`src/rtl/uart_tx_sched_pkg.sv`:
```
// uart_tx_sched_pkg: shared FSM encoding and sizing constants for the UART scheduler
package uart_tx_sched_pkg;
   typedef enum logic [1:0] {IDLE = 2'd0, LOCK = 2'd1, SEND = 2'd2} state_t;
   localparam int N_REQ = 4;
   localparam int TIMEOUT_DEF = 1_250_000;
   localparam int CNT_W = 21;
endpackage

```
`src/rtl/uart_tx_sched_if.sv`:
```
// uart_tx_sched_if: requester byte streams plus the uart_tx din/din_vld/rdy handshake
//   req_data/req_vld/req_last : per-requester byte, valid and end-of-packet
//   req_rdy                   : one-cycle acknowledge per requester
//   tx_rdy/tx_din/tx_din_vld  : handshake with the uart_tx serializer
interface uart_tx_sched_if;
   import uart_tx_sched_pkg::*;
   logic [8*N_REQ-1:0] req_data;
   logic [N_REQ-1:0]   req_vld;
   logic [N_REQ-1:0]   req_last;
   logic [N_REQ-1:0]   req_rdy;
   logic               tx_rdy;
   logic [7:0]         tx_din;
   logic               tx_din_vld;
   modport master (output req_data, req_vld, req_last, tx_rdy, input req_rdy, tx_din, tx_din_vld);
   modport slave (input req_data, req_vld, req_last, tx_rdy, output req_rdy, tx_din, tx_din_vld);
endinterface

```
`src/rtl/uart_tx_sched_arb.sv`:
```
// rr_arbiter4: combinational 4-way round-robin pick starting at ptr
//   req     : request vector
//   ptr     : highest-priority index
//   gnt_idx : first set request at or after ptr, modulo 4
//   any     : at least one request is set
module rr_arbiter4 (
   input  logic [3:0] req,
   input  logic [1:0] ptr,
   output logic [1:0] gnt_idx,
   output logic       any
);
   logic [7:0] dbl;
   logic [3:0] rot;
   logic [1:0] off;
   // rot[k] is req[(ptr+k)%4], so the offset is a fixed-priority search
   assign dbl = {req, req};
   assign rot = dbl[ptr +: 4];
   assign off = rot[0] ? 2'd0 : rot[1] ? 2'd1 : rot[2] ? 2'd2 : 2'd3;
   assign gnt_idx = ptr + off;
   assign any = |req;
endmodule

```
`src/rtl/uart_tx_sched.sv`:
```
// uart_tx_sched: packet-granular round-robin scheduler feeding one uart_tx from four requesters
//   clk_125m, rst_n : clock and asynchronous active-low reset
//   bus             : requester streams and uart_tx handshake (slave side)
//   gnt_id          : current or last granted requester
//   busy            : FSM is not idle
//   timeout_err     : one-cycle pulse when a stalled grant is forcibly released
module uart_tx_sched
   import uart_tx_sched_pkg::*;
#(
   parameter int TIMEOUT = TIMEOUT_DEF
) (
   input  logic              clk_125m,
   input  logic              rst_n,
   uart_tx_sched_if.slave    bus,
   output logic [1:0]        gnt_id,
   output logic              busy,
   output logic              timeout_err
);
   state_t           state, state_n;
   logic [CNT_W-1:0] cnt, cnt_n;
   logic [1:0]       rr_ptr, ptr_n, gnt_n, pick;
   logic             any, last_q, last_n, vld_n, terr_n;
   logic [7:0]       din_n;
   logic [N_REQ-1:0] rdy_n;

   rr_arbiter4 u_arb (.req(bus.req_vld), .ptr(rr_ptr), .gnt_idx(pick), .any(any));

   assign busy = state != IDLE;

   // tx_din_vld is high exactly in the first SEND cycle, when uart_tx's rdy is not yet meaningful
   always_comb begin
      state_n = state;
      cnt_n = cnt;
      ptr_n = rr_ptr;
      gnt_n = gnt_id;
      last_n = last_q;
      din_n = bus.tx_din;
      vld_n = 1'b0;
      rdy_n = '0;
      terr_n = 1'b0;
      case (state)
         IDLE:
            if (any && bus.tx_rdy) begin
               gnt_n = pick;
               cnt_n = '0;
               state_n = LOCK;
            end
         LOCK: begin
            cnt_n = cnt + CNT_W'(1);
            if (bus.req_vld[gnt_id]) begin
               din_n = bus.req_data[{gnt_id, 3'b000} +: 8];
               vld_n = 1'b1;
               rdy_n = N_REQ'(1) << gnt_id;
               last_n = bus.req_last[gnt_id];
               state_n = SEND;
            end else if (cnt == CNT_W'(TIMEOUT - 1)) begin
               terr_n = 1'b1;
               ptr_n = gnt_id + 2'd1;
               state_n = IDLE;
            end
         end
         SEND:
            if (!bus.tx_din_vld && bus.tx_rdy) begin
               ptr_n = last_q ? gnt_id + 2'd1 : rr_ptr;
               cnt_n = '0;
               state_n = last_q ? IDLE : LOCK;
            end
         default: state_n = IDLE;
      endcase
   end

   always_ff @(posedge clk_125m or negedge rst_n)
      if (!rst_n) begin
         state <= IDLE;
         cnt <= '0;
         rr_ptr <= '0;
         gnt_id <= '0;
         last_q <= 1'b0;
         timeout_err <= 1'b0;
         bus.tx_din <= '0;
         bus.tx_din_vld <= 1'b0;
         bus.req_rdy <= '0;
      end else begin
         state <= state_n;
         cnt <= cnt_n;
         rr_ptr <= ptr_n;
         gnt_id <= gnt_n;
         last_q <= last_n;
         timeout_err <= terr_n;
         bus.tx_din <= din_n;
         bus.tx_din_vld <= vld_n;
         bus.req_rdy <= rdy_n;
      end
endmodule

```
`src/flat_wrapper.sv`:
```
// flat-port wrapper written by rule: the top's interface ports become plain ports
module uart_tx_sched_flat import uart_tx_sched_pkg::*;
#(
   parameter int TIMEOUT = TIMEOUT_DEF
)
  (clk_125m, rst_n, gnt_id, busy, timeout_err, bus_req_data, bus_req_vld, bus_req_last, bus_tx_rdy, bus_req_rdy, bus_tx_din, bus_tx_din_vld);
  uart_tx_sched_if bus_i ();
  input  logic clk_125m;
  input  logic rst_n;
  output logic [1:0] gnt_id;
  output logic busy;
  output logic timeout_err;
  input wire logic [$bits(bus_i.req_data)-1:0] bus_req_data;
  input wire logic [$bits(bus_i.req_vld)-1:0] bus_req_vld;
  input wire logic [$bits(bus_i.req_last)-1:0] bus_req_last;
  input wire logic [$bits(bus_i.tx_rdy)-1:0] bus_tx_rdy;
  output wire logic [$bits(bus_i.req_rdy)-1:0] bus_req_rdy;
  output wire logic [$bits(bus_i.tx_din)-1:0] bus_tx_din;
  output wire logic [$bits(bus_i.tx_din_vld)-1:0] bus_tx_din_vld;
  assign bus_i.req_data = bus_req_data;
  assign bus_i.req_vld = bus_req_vld;
  assign bus_i.req_last = bus_req_last;
  assign bus_i.tx_rdy = bus_tx_rdy;
  assign bus_req_rdy = bus_i.req_rdy;
  assign bus_tx_din = bus_i.tx_din;
  assign bus_tx_din_vld = bus_i.tx_din_vld;
  uart_tx_sched #(.TIMEOUT(TIMEOUT)) u_core (.clk_125m(clk_125m), .rst_n(rst_n), .bus(bus_i), .gnt_id(gnt_id), .busy(busy), .timeout_err(timeout_err));
endmodule
```
`config.mk`:
```
export PLATFORM = sky130hd
export DESIGN_NAME = uart_tx_sched_flat
export DESIGN_NICKNAME = d
export VERILOG_FILES = /design/src/rtl/uart_tx_sched_pkg.sv /design/src/rtl/uart_tx_sched_if.sv /design/src/rtl/uart_tx_sched_arb.sv /design/src/rtl/uart_tx_sched.sv /design/src/flat_wrapper.sv
export SDC_FILE = /design/constraint.sdc
export NUM_CORES = 1
export LEC_CHECK = 0
export ABC_AREA = 1
export CELL_PAD_IN_SITES_DETAIL_PLACEMENT = 0
export CELL_PAD_IN_SITES_GLOBAL_PLACEMENT = 1
export CORE_MARGIN = 4
export CORE_UTILIZATION = 33
export CTS_CLUSTER_DIAMETER = 40
export DETAILED_ROUTE_END_ITERATION = 16
export PLACE_DENSITY = 0.78
export SLEW_MARGIN = 20
export SYNTH_ARGS = -nofsm -noshare
export SYNTH_HDL_FRONTEND = slang
export SYNTH_SLANG_ARGS = --single-unit
```
`constraint.sdc`:
```
create_clock -name clk_125m -period 1.8 [get_ports clk_125m]
set_clock_uncertainty 0.2 [all_clocks]
set_input_delay 0.36 -clock clk_125m [delete_from_list [all_inputs] [get_ports clk_125m]]
set_output_delay 0.36 -clock clk_125m [all_outputs]
set_load 0.02 [all_outputs]
```
==> impl_metrics.toml, run 1 <==
[status]
status = "complete, no violations"

[power_and_ir_drop]
p_leak_nw = 1.98
p_per_area_nw_per_um2 = 1250
seqPwrFrac = 0.254
clock_power_share = 0.150
p_comb_frac = 0.595
p_int_w = 0.00298
p_sw_w = 0.00222
ir_drop_v = 0.000627
swShare = 0.427

[worst_setup_path]
path_class = "flop to flop"
path_buf_inv = 2
critPathTopFamily = "flip-flops"
critPathCaptureType = "flop"
crit_path_frequent_cell = "nand2_1"
startpoint_type = "flop"
path_cells = "buf_12, nand2_1, nand2_2, buf_4, o22ai_2, ha_2, nand2_1, o21ai_0"
max_stage_delay_ns = 0.45
path_max_fanout = 4
required_ns = 1.78
critical_path.slowest_cell = "dfrtp_2"
crit_arrival_ns = 1.72

[cts]
clkLatencyLatePin_ns = 0.30
cts.path.max_buffers = 2
cts_root_buf = "clkbuf_8"
h-tree-depth = 2
cts_sinks = 42
cts.clk_slew.worst_paths_ns = 0.08
cts_tree = "yes"
cts_buffers = 5

[floorplan]
ios = 60
start_util = 0.344
dieHeight_um = 102
die_area_um2 = 10300
die_x_um = 102
coreArea_um2 = 8380
num_rows = 33

[drt]
dr.pass1.iters = 4
drt_iter0_markers = 84
ant_nets = 0
avgViaCountPerCell = 4.85
vias = 3049
wl_um = 8600
remaining_drc_errors = 0
wl_per_cell_um = 13.7

[sta]
setup_viol = 0
setup_ws_ns = 0.0604
worstMarginPinSlew_ns = 0.293
finalCriticalPeriod_ns = 1.74
fin_crit_sh = 0.966
drv_slew = 0
slew_headroom = 0.804
setup_tns_ns = 0
grt_setup_unrepaired = "yes"
hold_violations = 0
max_freq_mhz = 575

[cells_and_area]
stdcell_area_um2 = 4150
final_cell_mix = "nand2_1, nor2_1, dfrtp_1, inv_1, clkdlybuf4s50_1"
diodes = 0
area_growth_pct = 43.6
final_common_cell = "nand2_1"
drive_above_1_share = 0.181
fin_nets = 577

[logic_synthesis]
synth.top_cell.area_share = 0.364
avgSynthCellArea_um2 = 6.78
synth.area.top_cells = "dfrtp_1, nand2_1, nor2_1, inv_1, o21ai_0"
yosysUniqueCellTypes = 28
syn-num-nets = 479
seq_area_frac_synth = 0.364
syn_area_um2 = 2890
synth.largest_area_cell = "dfrtp_1"
synth-seq-cells = 42
yosysWarnings = 0
synthCells = 426

[grt]
grt_max_degree = 43
grt_antenna_before_repair = 0
grt_pass1_vias = 2946
gr-total-overflow = 0
grt_usage = 0.168
grt_pass1_wl_um = 14000

[place]
hpwl_um = 6530
gp_congestion = 0.908
dpl_cell_area_um2 = 3870
post-place-ws_ns = -0.423
io_buffers = 59

[hold_path]
hold_class = "flop to flop"

[flow_run]
drv_cap = 0
## kinds of logic (layout without fill, tap and decap cells)
family	count (synthesis)	after routing	synth area share
buf+inv	58	156	0.0802
simple gates	260	260	0.403
flops	42	42	0.364
xor+xnor	1	1	0.00303
compound gates	55	55	0.106
fa+ha+maj	10	10	0.0433
## metal layers
metal  track usage  part of all wire
met1         0.210              0.45
met5             0                 0
met2         0.287              0.48
met4        0.0409            0.0084
met3        0.0468             0.061
## worst paths after layout
check	startpoint	end	slack, ns	depth (start not counted)
max in group asynchronous	rst_n	u_core.rr_ptr[0]	0.81	3
setup / recovery	u_core.rr_ptr[0]	u_core.gnt_id[0]	0.06	8
hold / removal	u_core.bus.tx_din[6]	u_core.bus.tx_din[6]	0.28	2
hold reg to reg	u_core.bus.tx_din[6]	u_core.bus.tx_din[6]	0.28	2
min in group asynchronous	rst_n	u_core.cnt[6]	0.36	3
setup reg to reg	u_core.rr_ptr[0]	u_core.gnt_id[0]	0.06	8
## tightest hold or removal path: cells and delay by family, from the launching register on
| family | cells | cell delay, ns |
|---|---|---|
| DFF | 1 | 0.34 |
| and+or+nand+nor | 2 | 0.10 |
## power groups by stage
| stage | Combinational [W] | Clock [W] | Sequential, W |
|---|---|---|---|
| final | 0.00310 | 0.000782 | 0.00132 |
| after global routing | 0.00347 | 0.000844 | 0.00135 |
| after CTS | 0.00277 | 0.000809 | 0.00132 |
| after detailed placement | 0.00284 | 0 | 0.00134 |
| after global placement | 0.00280 | 0 | 0.00133 |
| after floorplan | 0.00141 | 0 | 0.00149 |
## synth_stat cells
library cell and count:
nand2_1 129, nor2_1 62, inv_1 44, dfrtp_1 42, o21ai_0 29, nand3_1 24
nand4_1 21, ha_1 10, o22ai_1 10, o21ai_1 8, a21oi_1 6, buf_2 5
clkbuf_1 5, nor2_4 5, nor2_2 4, nand2_2 3, nor4_1 3, buf_4 2
inv_2 2, nand2_4 2, nand3_2 2, nor3_1 2, a21oi_4 1, nand3b_1 1
nor3_2 1, o31ai_2 1, or2_2 1, xor2_1 1
## timing repair
action | 4_1_cts | 5_1_grt
pin swaps | 0 | 4
gates cloned | 0 | 2
setup buffers | 0 | 3
endpoints found under the setup margin | 23 | 38
resized for setup | 23 | 33
endpoints found under the hold margin | 42 | 0
hold buffers | 1 | 0
## sequential cells by signal, summed over array words and instances (netlist names)
register / cells
u_core.gnt_id: 2
u_core.bus.tx_din: 8
u_core.timeout_err: 1
u_core.bus.req_rdy: 4
u_core.state: 2
u_core.bus.tx_din_vld: 1
u_core.cnt: 21
u_core.rr_ptr: 2
u_core.last_q: 1
## final cells by class
class                   instances  area (um2)
fillers                       833        4240
multi-input cells             326        1670
flip-flops and latches         42        1050
repair buffers                103        1000
inverters                      46         173
well taps                     105         131
clock buffers                   6        82.6
clock inverters                 1        30.0
## metrics by stage
step / total power (W) / hold WS, ns / std cells / utilization
final: 0.00520 / 0.277 / 629 / 0.495
after global routing: 0.00566 / 0.306 / 629 / 0.495
after CTS: 0.00490 / 0.285 / 624 / 0.475
after detailed placement: 0.00418 / 0.156 / 616 / 0.461
after global placement: 0.00413 / 0.154 / 616 / 0.461
after floorplan: 0.00290 / -0.136 / 426 / -
(Power assumes the default switching activity.)
==> inputs of run 2 (changes only) <==
--- a/constraint.sdc
+++ b/constraint.sdc
@@ -3,3 +3,3 @@
 set_input_delay 0.36 -clock clk_125m [delete_from_list [all_inputs] [get_ports clk_125m]]
 set_output_delay 0.36 -clock clk_125m [all_outputs]
-set_load 0.02 [all_outputs]
+set_load 0.005 [all_outputs]
==> impl_metrics.toml, run 2 (synthesis results as in run 1) <==
[drt]
ant_nets = 0
wl_per_cell_um = 13.2
wl_um = 8280
avgViaCountPerCell = 4.77
dr.pass1.iters = 4
vias = 2984
drt_iter0_markers = 77
remaining_drc_errors = 0

[worst_setup_path]
crit_arrival_ns = 1.19
reg2reg_from = "u_core.state[0]"
path_class = "flop to output port"
critPathTopFamily = "buffers and inverters"
max_stage_delay_ns = 0.53
path_depth = 1
critPathCaptureType = "output port"
path_cells = "clkdlybuf4s50_1"
required_ns = 1.24
startpoint_type = "flop"
ff2ff_path_depth = 10
path_max_fanout = 2
critical_path.slowest_cell = "clkdlybuf4s50_1"
path_buf_inv = 1
critPathLaunch = "u_core.bus.tx_din[0]"

[power_and_ir_drop]
power_w = 0.00490
ir_drop_v = 0.000802
swShare = 0.405
seqPwrFrac = 0.269
p_leak_nw = 1.89
p_comb_frac = 0.576
p_int_w = 0.00291
p_sw_w = 0.00198
clock_power_share = 0.155
p_per_area_nw_per_um2 = 1200

[grt]
grt_pass1_wl_um = 13700
gr-total-overflow = 0
grt_pass1_vias = 2879
grt_antenna_before_repair = 0
grt_usage = 0.166
grt_max_degree = 43

[cts]
cts.path.max_buffers = 2
cts_sinks = 42
clkLatencyLatePin_ns = 0.30
cts_buffers = 5
cts_root_buf = "clkbuf_8"
cts_tree = "yes"
h-tree-depth = 2
cts.clk_slew.worst_paths_ns = 0.09

[sta]
finalCriticalPeriod_ns = 1.75
setup_tns_ns = 0
drv_slew = 0
grt_setup_unrepaired = "yes"
worstMarginPinSlew_ns = 0.290
holdWs_ns = 0.287
max_freq_mhz = 571
setup_ws_ns = 0.0489
hold_violations = 0
fin_crit_sh = 0.973
setup_viol = 0
slew_headroom = 0.805

[place]
hpwl_um = 6340
gp_congestion = 0.902
io_buffers = 59
post-place-ws_ns = -0.395
dpl.cell_count = 612

[cells_and_area]
diodes = 0
final_cell_mix = "nand2_1, nor2_1, clkdlybuf4s50_1, inv_1, dfrtp_1"
area_growth_pct = 41.9
max_flop_register = "u_core.cnt"
final_cell_count_no_fill = 626
drive_above_1_share = 0.169
fin_nets = 573
reg.largest.list = "u_core.cnt (21), u_core.bus.tx_din (8), u_core.bus.req_rdy (4)"
final_common_cell = "nand2_1"
largest_register_ffs = 21

[floorplan]
coreArea_um2 = 8380
die_area_um2 = 10300
start_util = 0.344
num_rows = 33
ios = 60
dieHeight_um = 102
die_x_um = 102

[flow_run]
drv_cap = 0

[hold_path]
min_path_cells = 2
hold_class = "flop to flop"
holdCritStartpoint = "u_core.bus.tx_din[6]"

[status]
status = "complete, no violations"
-- run 2: cell count changes in the layout (fill, tap and decap cells not counted), sizes merged --
| cell | previous run | this run |
|---|---|---|
| clkinv | 0 | 2 |
| dlygate4sd2 | 14 | 0 |
| buf | 44 | 39 |
| clkdlybuf4s50 | 37 | 51 |
-- run 2: power groups by stage --
stage / Combinational (W) / Clock [W] / Sequential, W
after floorplan: 0.00140 / 0 / 0.00134
after global placement: 0.00256 / 0 / 0.00133
after detailed placement: 0.00258 / 0 / 0.00134
after CTS: 0.00263 / 0.000790 / 0.00131
after global routing: 0.00319 / 0.000822 / 0.00134
final: 0.00282 / 0.000759 / 0.00132
-- run 2: cell type report --
| cell class | count | area (um2) |
|---|---|---|
| Inverter | 46 | 173 |
| Clock inverter | 3 | 40.0 |
| Tap cell | 105 | 131 |
| Fill cell | 850 | 4290 |
| Timing Repair Buffer | 99 | 973 |
| Clock buffer | 5 | 68.8 |
| Multi-Input combinational cell | 326 | 1660 |
| Sequential cell | 42 | 1050 |
-- run 2: repair_timing --
| item | CTS | global route |
|---|---|---|
| endpoints found under the setup margin | 4 | 39 |
| buffers inserted | 1 | 3 |
| endpoints found under the hold margin | 42 | 0 |
| cloned | 0 | 1 |
| resized for setup | 4 | 28 |
| hold buffers | 1 | 0 |
| pin swaps | 0 | 3 |
-- run 2: worst paths after layout --
kind | endpoint | slack [ns]
max | bus_tx_din[0] | 0.05
min | u_core.bus.tx_din[6] | 0.29
max reg2reg | u_core.cnt[6] | 0.07
min reg2reg | u_core.bus.tx_din[6] | 0.29
max in group asynchronous | u_core.bus.tx_din[6] | 0.82
min in group asynchronous | u_core.gnt_id[1] | 0.37
-- run 2: worst reg2reg max path, stage by stage (launching register included) --
cell and delay [ns]:
dfrtp_1 0.40, buf_4 0.15, ha_2 0.20, inv_2 0.07, nand2_4 0.05, a21oi_4 0.13
buf_12 0.14, buf_12 0.12, nand3_1 0.06, nand2_1 0.08, a21oi_2 0.03
-- run 2: per-layer routing --
metal,global-route usage,routed length (um)
met1,0.212,3780
met2,0.278,3860
met3,0.0455,518
met4,0.0419,119
met5,0,0
-- run 2: through the flow --
| stage | area (um2) | utilization |
|---|---|---|
| final | 4100 | 0.489 |
| after floorplan | 2890 | - |
| after detailed placement | 3840 | 0.458 |
| after global placement | 3840 | 0.458 |
| after global routing | 4100 | 0.489 |
| after CTS | 3970 | 0.473 |
==> inputs of run 3 (changes only) <==
- GPL_ROUTABILITY_DRIVEN: unset -> 1
==> results of run 3 <==
The final DEF is identical to that of run 2; final timing and power are the same.
==> variant 1, RTL diff (settings of run 3) <==
Register the output `timeout_err` once more, cleared by the reset; this adds one clock of latency there. The other outputs are not delayed to match. Comments in the files are not updated.
--- a/src/rtl/uart_tx_sched.sv
+++ b/src/rtl/uart_tx_sched.sv
@@ -16,6 +16,8 @@
    output logic              busy,
    output logic              timeout_err
 );
+
+   logic timeout_err_s0;
    state_t           state, state_n;
    logic [CNT_W-1:0] cnt, cnt_n;
    logic [1:0]       rr_ptr, ptr_n, gnt_n, pick;
@@ -76,7 +78,7 @@
          rr_ptr <= '0;
          gnt_id <= '0;
          last_q <= 1'b0;
-         timeout_err <= 1'b0;
+         timeout_err_s0 <= 1'b0;
          bus.tx_din <= '0;
          bus.tx_din_vld <= 1'b0;
          bus.req_rdy <= '0;
@@ -86,10 +88,18 @@
          rr_ptr <= ptr_n;
          gnt_id <= gnt_n;
          last_q <= last_n;
-         timeout_err <= terr_n;
+         timeout_err_s0 <= terr_n;
          bus.tx_din <= din_n;
          bus.tx_din_vld <= vld_n;
          bus.req_rdy <= rdy_n;
       end
+   always_ff @(posedge clk_125m or negedge rst_n) begin
+      if (!rst_n) begin
+         timeout_err <= '0;
+      end else begin
+         timeout_err <= timeout_err_s0;
+      end
+   end
+
 endmodule
 
Function: no difference found for any inputs over 10 cycles, from zero or initial values and one cycle with rst_n low; that may be too few to reach the edited logic, so the function may still have changed.
==> variant 1 against run 3 <==
Count of clock-buffer cells in the layout unchanged. Cell area grew 1.8%. Routed wire length rose by 2.8%. Critical path depth did not move. Setup slack improved by 0.0032 ns. Clock power grew 21%. Combinational power grew 4%. Critical path type unchanged. Power is 6.2% higher. Highest routed layer unchanged. Utilization is 0.83 points lower. Sequential cell count up 1. Synthesized area is 1.4% higher.
==> variant 1: results <==
metrics = {
    "outcome": {
        "outcome": "finished, final reports clean",
    },
    "logic_synthesis": {
        "yosysSeqAreaShare": 0.3675,
        "synth_ff_type": "dfrtp_1",
        "async_flop_share": 1.000,
        "synth_common_cells": "130 x nand2_1, 52 x nor2_1, 43 x dfrtp_1",
        "synth_warnings": 0,
        "ys_types": 32,
        "avgSynthCellArea_um2": 6.905,
        "syn_nets": 477,
        "synth.area.top_cells": "dfrtp_1 37%, nand2_1 17%, nor2_1 6.7%",
    },
    "critical_path": {
        "cp_data_arrival_time_ns": 1.19,
        "slowest_stage": "clkdlybuf4s50_1",
        "critPathTopFamily": "buffers and inverters",
        "max_stage_delay_ns": 0.51,
        "worstPathMaxFanout": 2,
    },
    "global_routing": {
        "antenna_found_initial": 0,
        "track_usage": 0.1646,
        "grt_pass1_vias": 2945,
        "grt_pass1_wl_um": 13880,
        "grt_max_degree": 44,
    },
    "cts": {
        "cts-root-buf": "clkbuf_8",
        "clkLatencyLatePin_ns": 0.30,
        "cts_buffers": 5,
        "path_clk_slew_ns": 0.09,
        "htreeDepth": 2,
        "clockBufferDepth": 2,
    },
    "route": {
        "drt-vias-per-instance": 4.915,
        "drt-wirelength-per-cell_um": 13.59,
        "met1_length_um": 3713,
        "top_layer": "met4",
        "firstDrtPassIters": 4,
        "drt_iter0_drc": 114,
        "wl_met3_um": 576,
        "route.met2.wl_um": 4114,
    },
    "layout": {
        "n_antenna_cell": 0,
        "fin_cells": 626,
        "finalNetCount": 570,
        "fill_cells": 920,
        "drive_gt1_frac": 0.1757,
        "top_regs": "u_core.cnt (21), u_core.bus.tx_din (8), u_core.bus.req_rdy (4)",
    },
    "placement": {
        "gp_congestion": 0.8168,
        "place_inst": 605,
        "place_ws_ns": -0.3661,
        "io_buffers": 59,
        "place_hpwl_um": 5999,
    },
    "timing": {
        "worstMarginPinSlew_ns": 0.2938,
        "relSlewSlack": 0.8023,
    },
    "power": {
        "vdd_drop_max_mv": 0.5984,
        "p_leak_uw": 0.001940,
    },
    "min_path": {
        "hold_class": "reg -> reg",
    },
}
## variant 1: changes by cell type in the layout (fill, tap and decap cells not counted), sizes merged, moves of 2 or more
| cell | change |
|---|---|
| nand2 | +4 |
| a21oi | -3 |
| inv | -3 |
| clkinv | -2 |
| o21bai | +3 |
| o21ai | +2 |
| nand4 | +2 |
| nor2 | -10 |
| dlymetal6s2s | -2 |
| nand3 | +3 |
## variant 1: cell type report
type                            count  area (µm²)  share of cell area
Tap cell                          108       135.1             0.03241
Sequential cell                    43        1079              0.2587
Inverter                           43       168.9             0.04052
Clock inverter                      3       67.56             0.01621
Multi-Input combinational cell    324        1652              0.3962
Clock buffer                        5       68.82             0.01651
Timing Repair Buffer              100       998.5              0.2395
## variant 1: where the power goes
part | switching, µW | internal (µW) | total [µW]
Sequential | 166 | 1190 | 1350
Clock | 369 | 554 | 922
Combinational | 1500 | 1430 | 2930
Total | 2030 | 3170 | 5200
## variant 1: path summary, 6_finish.rpt
path / end / start / cells past startpoint / slack [ns]
setup / recovery: bus_tx_din[4] / u_core.bus.tx_din[4]$_DFFE_PN0P_ / 1 / 0.05
hold / removal: u_core.timeout_err$_DFF_PN0_ / u_core.timeout_err_s0$_DFF_PN0_ / 0 / 0.16
setup reg to reg: u_core.cnt[11]$_DFFE_PN0P_ / u_core.state[1]$_DFFE_PN0P_ / 10 / 0.06
hold reg to reg: u_core.timeout_err$_DFF_PN0_ / u_core.timeout_err_s0$_DFF_PN0_ / 0 / 0.16
max in group asynchronous: u_core.rr_ptr[0]$_DFFE_PN0P_ / rst_n / 3 / 0.81
min in group asynchronous: u_core.cnt[13]$_DFFE_PN0P_ / rst_n / 3 / 0.37
## variant 1: through the flow
stage / hold slack (ns) / instance area [µm²] / utilization
floorplan: -0.1356 / 2928 / -
global placement: 0.1392 / 3786 / 0.4363
detailed placement: 0.1428 / 3786 / 0.4363
CTS: 0.1656 / 3958 / 0.4560
global route: 0.1731 / 4169 / 0.4804
finish: 0.1603 / 4169 / 0.4804
## variant 1: layer usage
metal  up-vias  track usage
met5         -            0
met4         0      0.04036
met3        10      0.04573
met2        89       0.2834
met1      1410       0.2042
li1       1568            -
## variant 1: what timing repair did
| item | in CTS | in global routing |
|---|---|---|
| gates cloned | 0 | 2 |
| resized for setup | 7 | 32 |
| pin swaps | 0 | 4 |
| hold buffers | 1 | 0 |
| hold endpoints to repair | 43 | 0 |
| endpoints found under the setup margin | 4 | 29 |
| buffers inserted | 3 | 7 |
## variant 1: cell families after synthesis
group / Yosys count / synth area share
compound gates: 56 / 0.1051
fa+ha+maj: 10 / 0.04274
buf+inv: 57 / 0.08931
flops: 43 / 0.3675
simple gates: 258 / 0.3953
==> variant 2, RTL diff (config.mk and constraints of run 3) <==
Made on the original files. The package constant `TIMEOUT_DEF` goes from 1_250_000 to 625_000.
--- a/src/rtl/uart_tx_sched_pkg.sv
+++ b/src/rtl/uart_tx_sched_pkg.sv
@@ -2,7 +2,7 @@
 package uart_tx_sched_pkg;
    typedef enum logic [1:0] {IDLE = 2'd0, LOCK = 2'd1, SEND = 2'd2} state_t;
    localparam int N_REQ = 4;
-   localparam int TIMEOUT_DEF = 1_250_000;
+   localparam int TIMEOUT_DEF = 625_000;
    localparam int CNT_W = 21;
 endpackage
 
Formal check against the unedited RTL: same outputs for any inputs over 10 cycles, from zero or initial values and one cycle with rst_n low; that may be too few to reach the edited logic, so the function may still have changed.
==> variant 2 against run 3 <==
Routed wire length up 7.4%. Synthesized area down 0.82%. Combinational power up 6%. Via count up 2.5%. Non-clock buffer count up 5. Cell area up 1.5%. Register-to-register slack worse by 0.03 ns. Power up 2.9%. Setup slack worse by 0.0044 ns. Sequential cell count unchanged. Hold slack better by 0.0066 ns. Sequential share of layout area down 0.33 points.
==> variant 2: results <==
metrics = {
    "outcome": {
        "outcome": "finished, final reports clean",
    },
    "critical_path": {
        "worstPathMaxFanout": 5,
        "rr_endpoint": "u_core.gnt_id[1]$_DFFE_PN0P_",
        "cp_data_arrival_time_ns": 1.76,
        "worstSetupPathType": "reg -> reg",
        "rr_worst_depth": 9,
        "reg2reg_from": "u_core.rr_ptr[0]$_DFFE_PN0P_",
    },
    "logic_synthesis": {
        "synth_common_cells": "123 x nand2_1, 65 x nor2_1, 43 x inv_1",
        "ys_types": 30,
        "synth_compound_area_frac": 0.1184,
        "synth.area.top_cells": "dfrtp_1 37%, nand2_1 16%, nor2_1 8.5%",
        "synth_fa_ha_area_frac": 0.04371,
        "synthXorXnorAreaFrac": 0,
        "yosysSeqAreaShare": 0.3671,
    },
    "global_routing": {
        "grt_util_met3": 0.03926,
        "grt_pass1_wl_um": 14410,
        "track_usage": 0.1763,
        "grt_max_degree": 26,
        "use_met2": 0.2842,
        "grt_pass1_vias": 2959,
    },
    "layout": {
        "sh_seq_area": 0.2539,
        "n_all_buffers": 104,
        "bufAreaShareNonClock": 0.2398,
        "nNonClkInverters": 48,
        "multi_input_area_mm2": 0.001697,
        "finalNetCount": 576,
        "drive_gt1_frac": 0.2042,
        "clk_share": 0.02286,
        "fill_cells": 821,
        "multi_input_cells": 322,
    },
    "power": {
        "clock_power_share": 0.137,
        "vdd_drop_max_mv": 0.5474,
        "p_comb_uw": 3000,
        "p_leak_uw": 0.001955,
    },
    "min_path": {
        "hold_depth": 2,
    },
    "cts": {
        "path_clk_slew_ns": 0.10,
        "cts_resized": 16,
        "clockBufferDepth": 2,
    },
    "timing": {
        "worstMarginPinSlew_ns": 0.4575,
    },
    "placement": {
        "place_hpwl_um": 6636,
        "place_inst": 611,
    },
    "route": {
        "drt_iter0_drc": 100,
    },
}
## variant 2: cell count changes after synthesis, sizes merged, moves of 2 or more
| cell | change |
|---|---|
| nor3 | -2 |
| a21oi | +4 |
| buf | +3 |
| nand4 | -5 |
| nor2 | +2 |
| inv | +2 |
| nand3b | +2 |
| nand2 | -5 |
| nor4 | -2 |
## variant 2: worst max-delay path, cell delays in order (launching register included)
cell	delay, ns
dfrtp_2	0.44
buf_6	0.14
nand2_1	0.07
inv_2	0.04
o31ai_1	0.19
o21ai_1	0.11
ha_2	0.19
nand3b_1	0.15
nand3_1	0.07
nand2_1	0.05
## variant 2: per-layer routing
| layer | up-vias | wire (µm) | share of wire |
|---|---|---|---|
| met5 | - | 0 | 0 |
| met4 | 0 | 119 | 0.013 |
| met3 | 9 | 513 | 0.058 |
| met2 | 77 | 4205 | 0.47 |
| met1 | 1403 | 4052 | 0.46 |
| li1 | 1570 | - | - |
## variant 2: how the worst max path moves through the flow
stage                                   end  depth (start not counted)  slack, ns
5_1_grt        u_core.gnt_id[1]$_DFFE_PN0P_                          9      -0.05
2_1_floorplan  u_core.gnt_id[1]$_DFFE_PN0P_                          9       0.12
6_report       u_core.gnt_id[1]$_DFFE_PN0P_                          9       0.04
3_5_place_dp   u_core.gnt_id[1]$_DFFE_PN0P_                         10      -0.41
3_3_place_gp   u_core.gnt_id[1]$_DFFE_PN0P_                         10      -0.34
4_1_cts                                busy                          4      -0.03
## variant 2: metrics by stage
step	total power (µW)	hold slack, ns	setup WS, ns	util	cell area (µm²)
floorplan	2784	-0.1356	0.1158	-	2863
global route	5510	0.3144	-0.04936	0.4987	4159
finish	5036	0.2934	0.04450	0.4987	4159
CTS	4733	0.2994	-0.03220	0.4712	3930
global placement	3916	0.1341	-0.3446	0.4542	3789
detailed placement	3957	0.1389	-0.4104	0.4542	3789
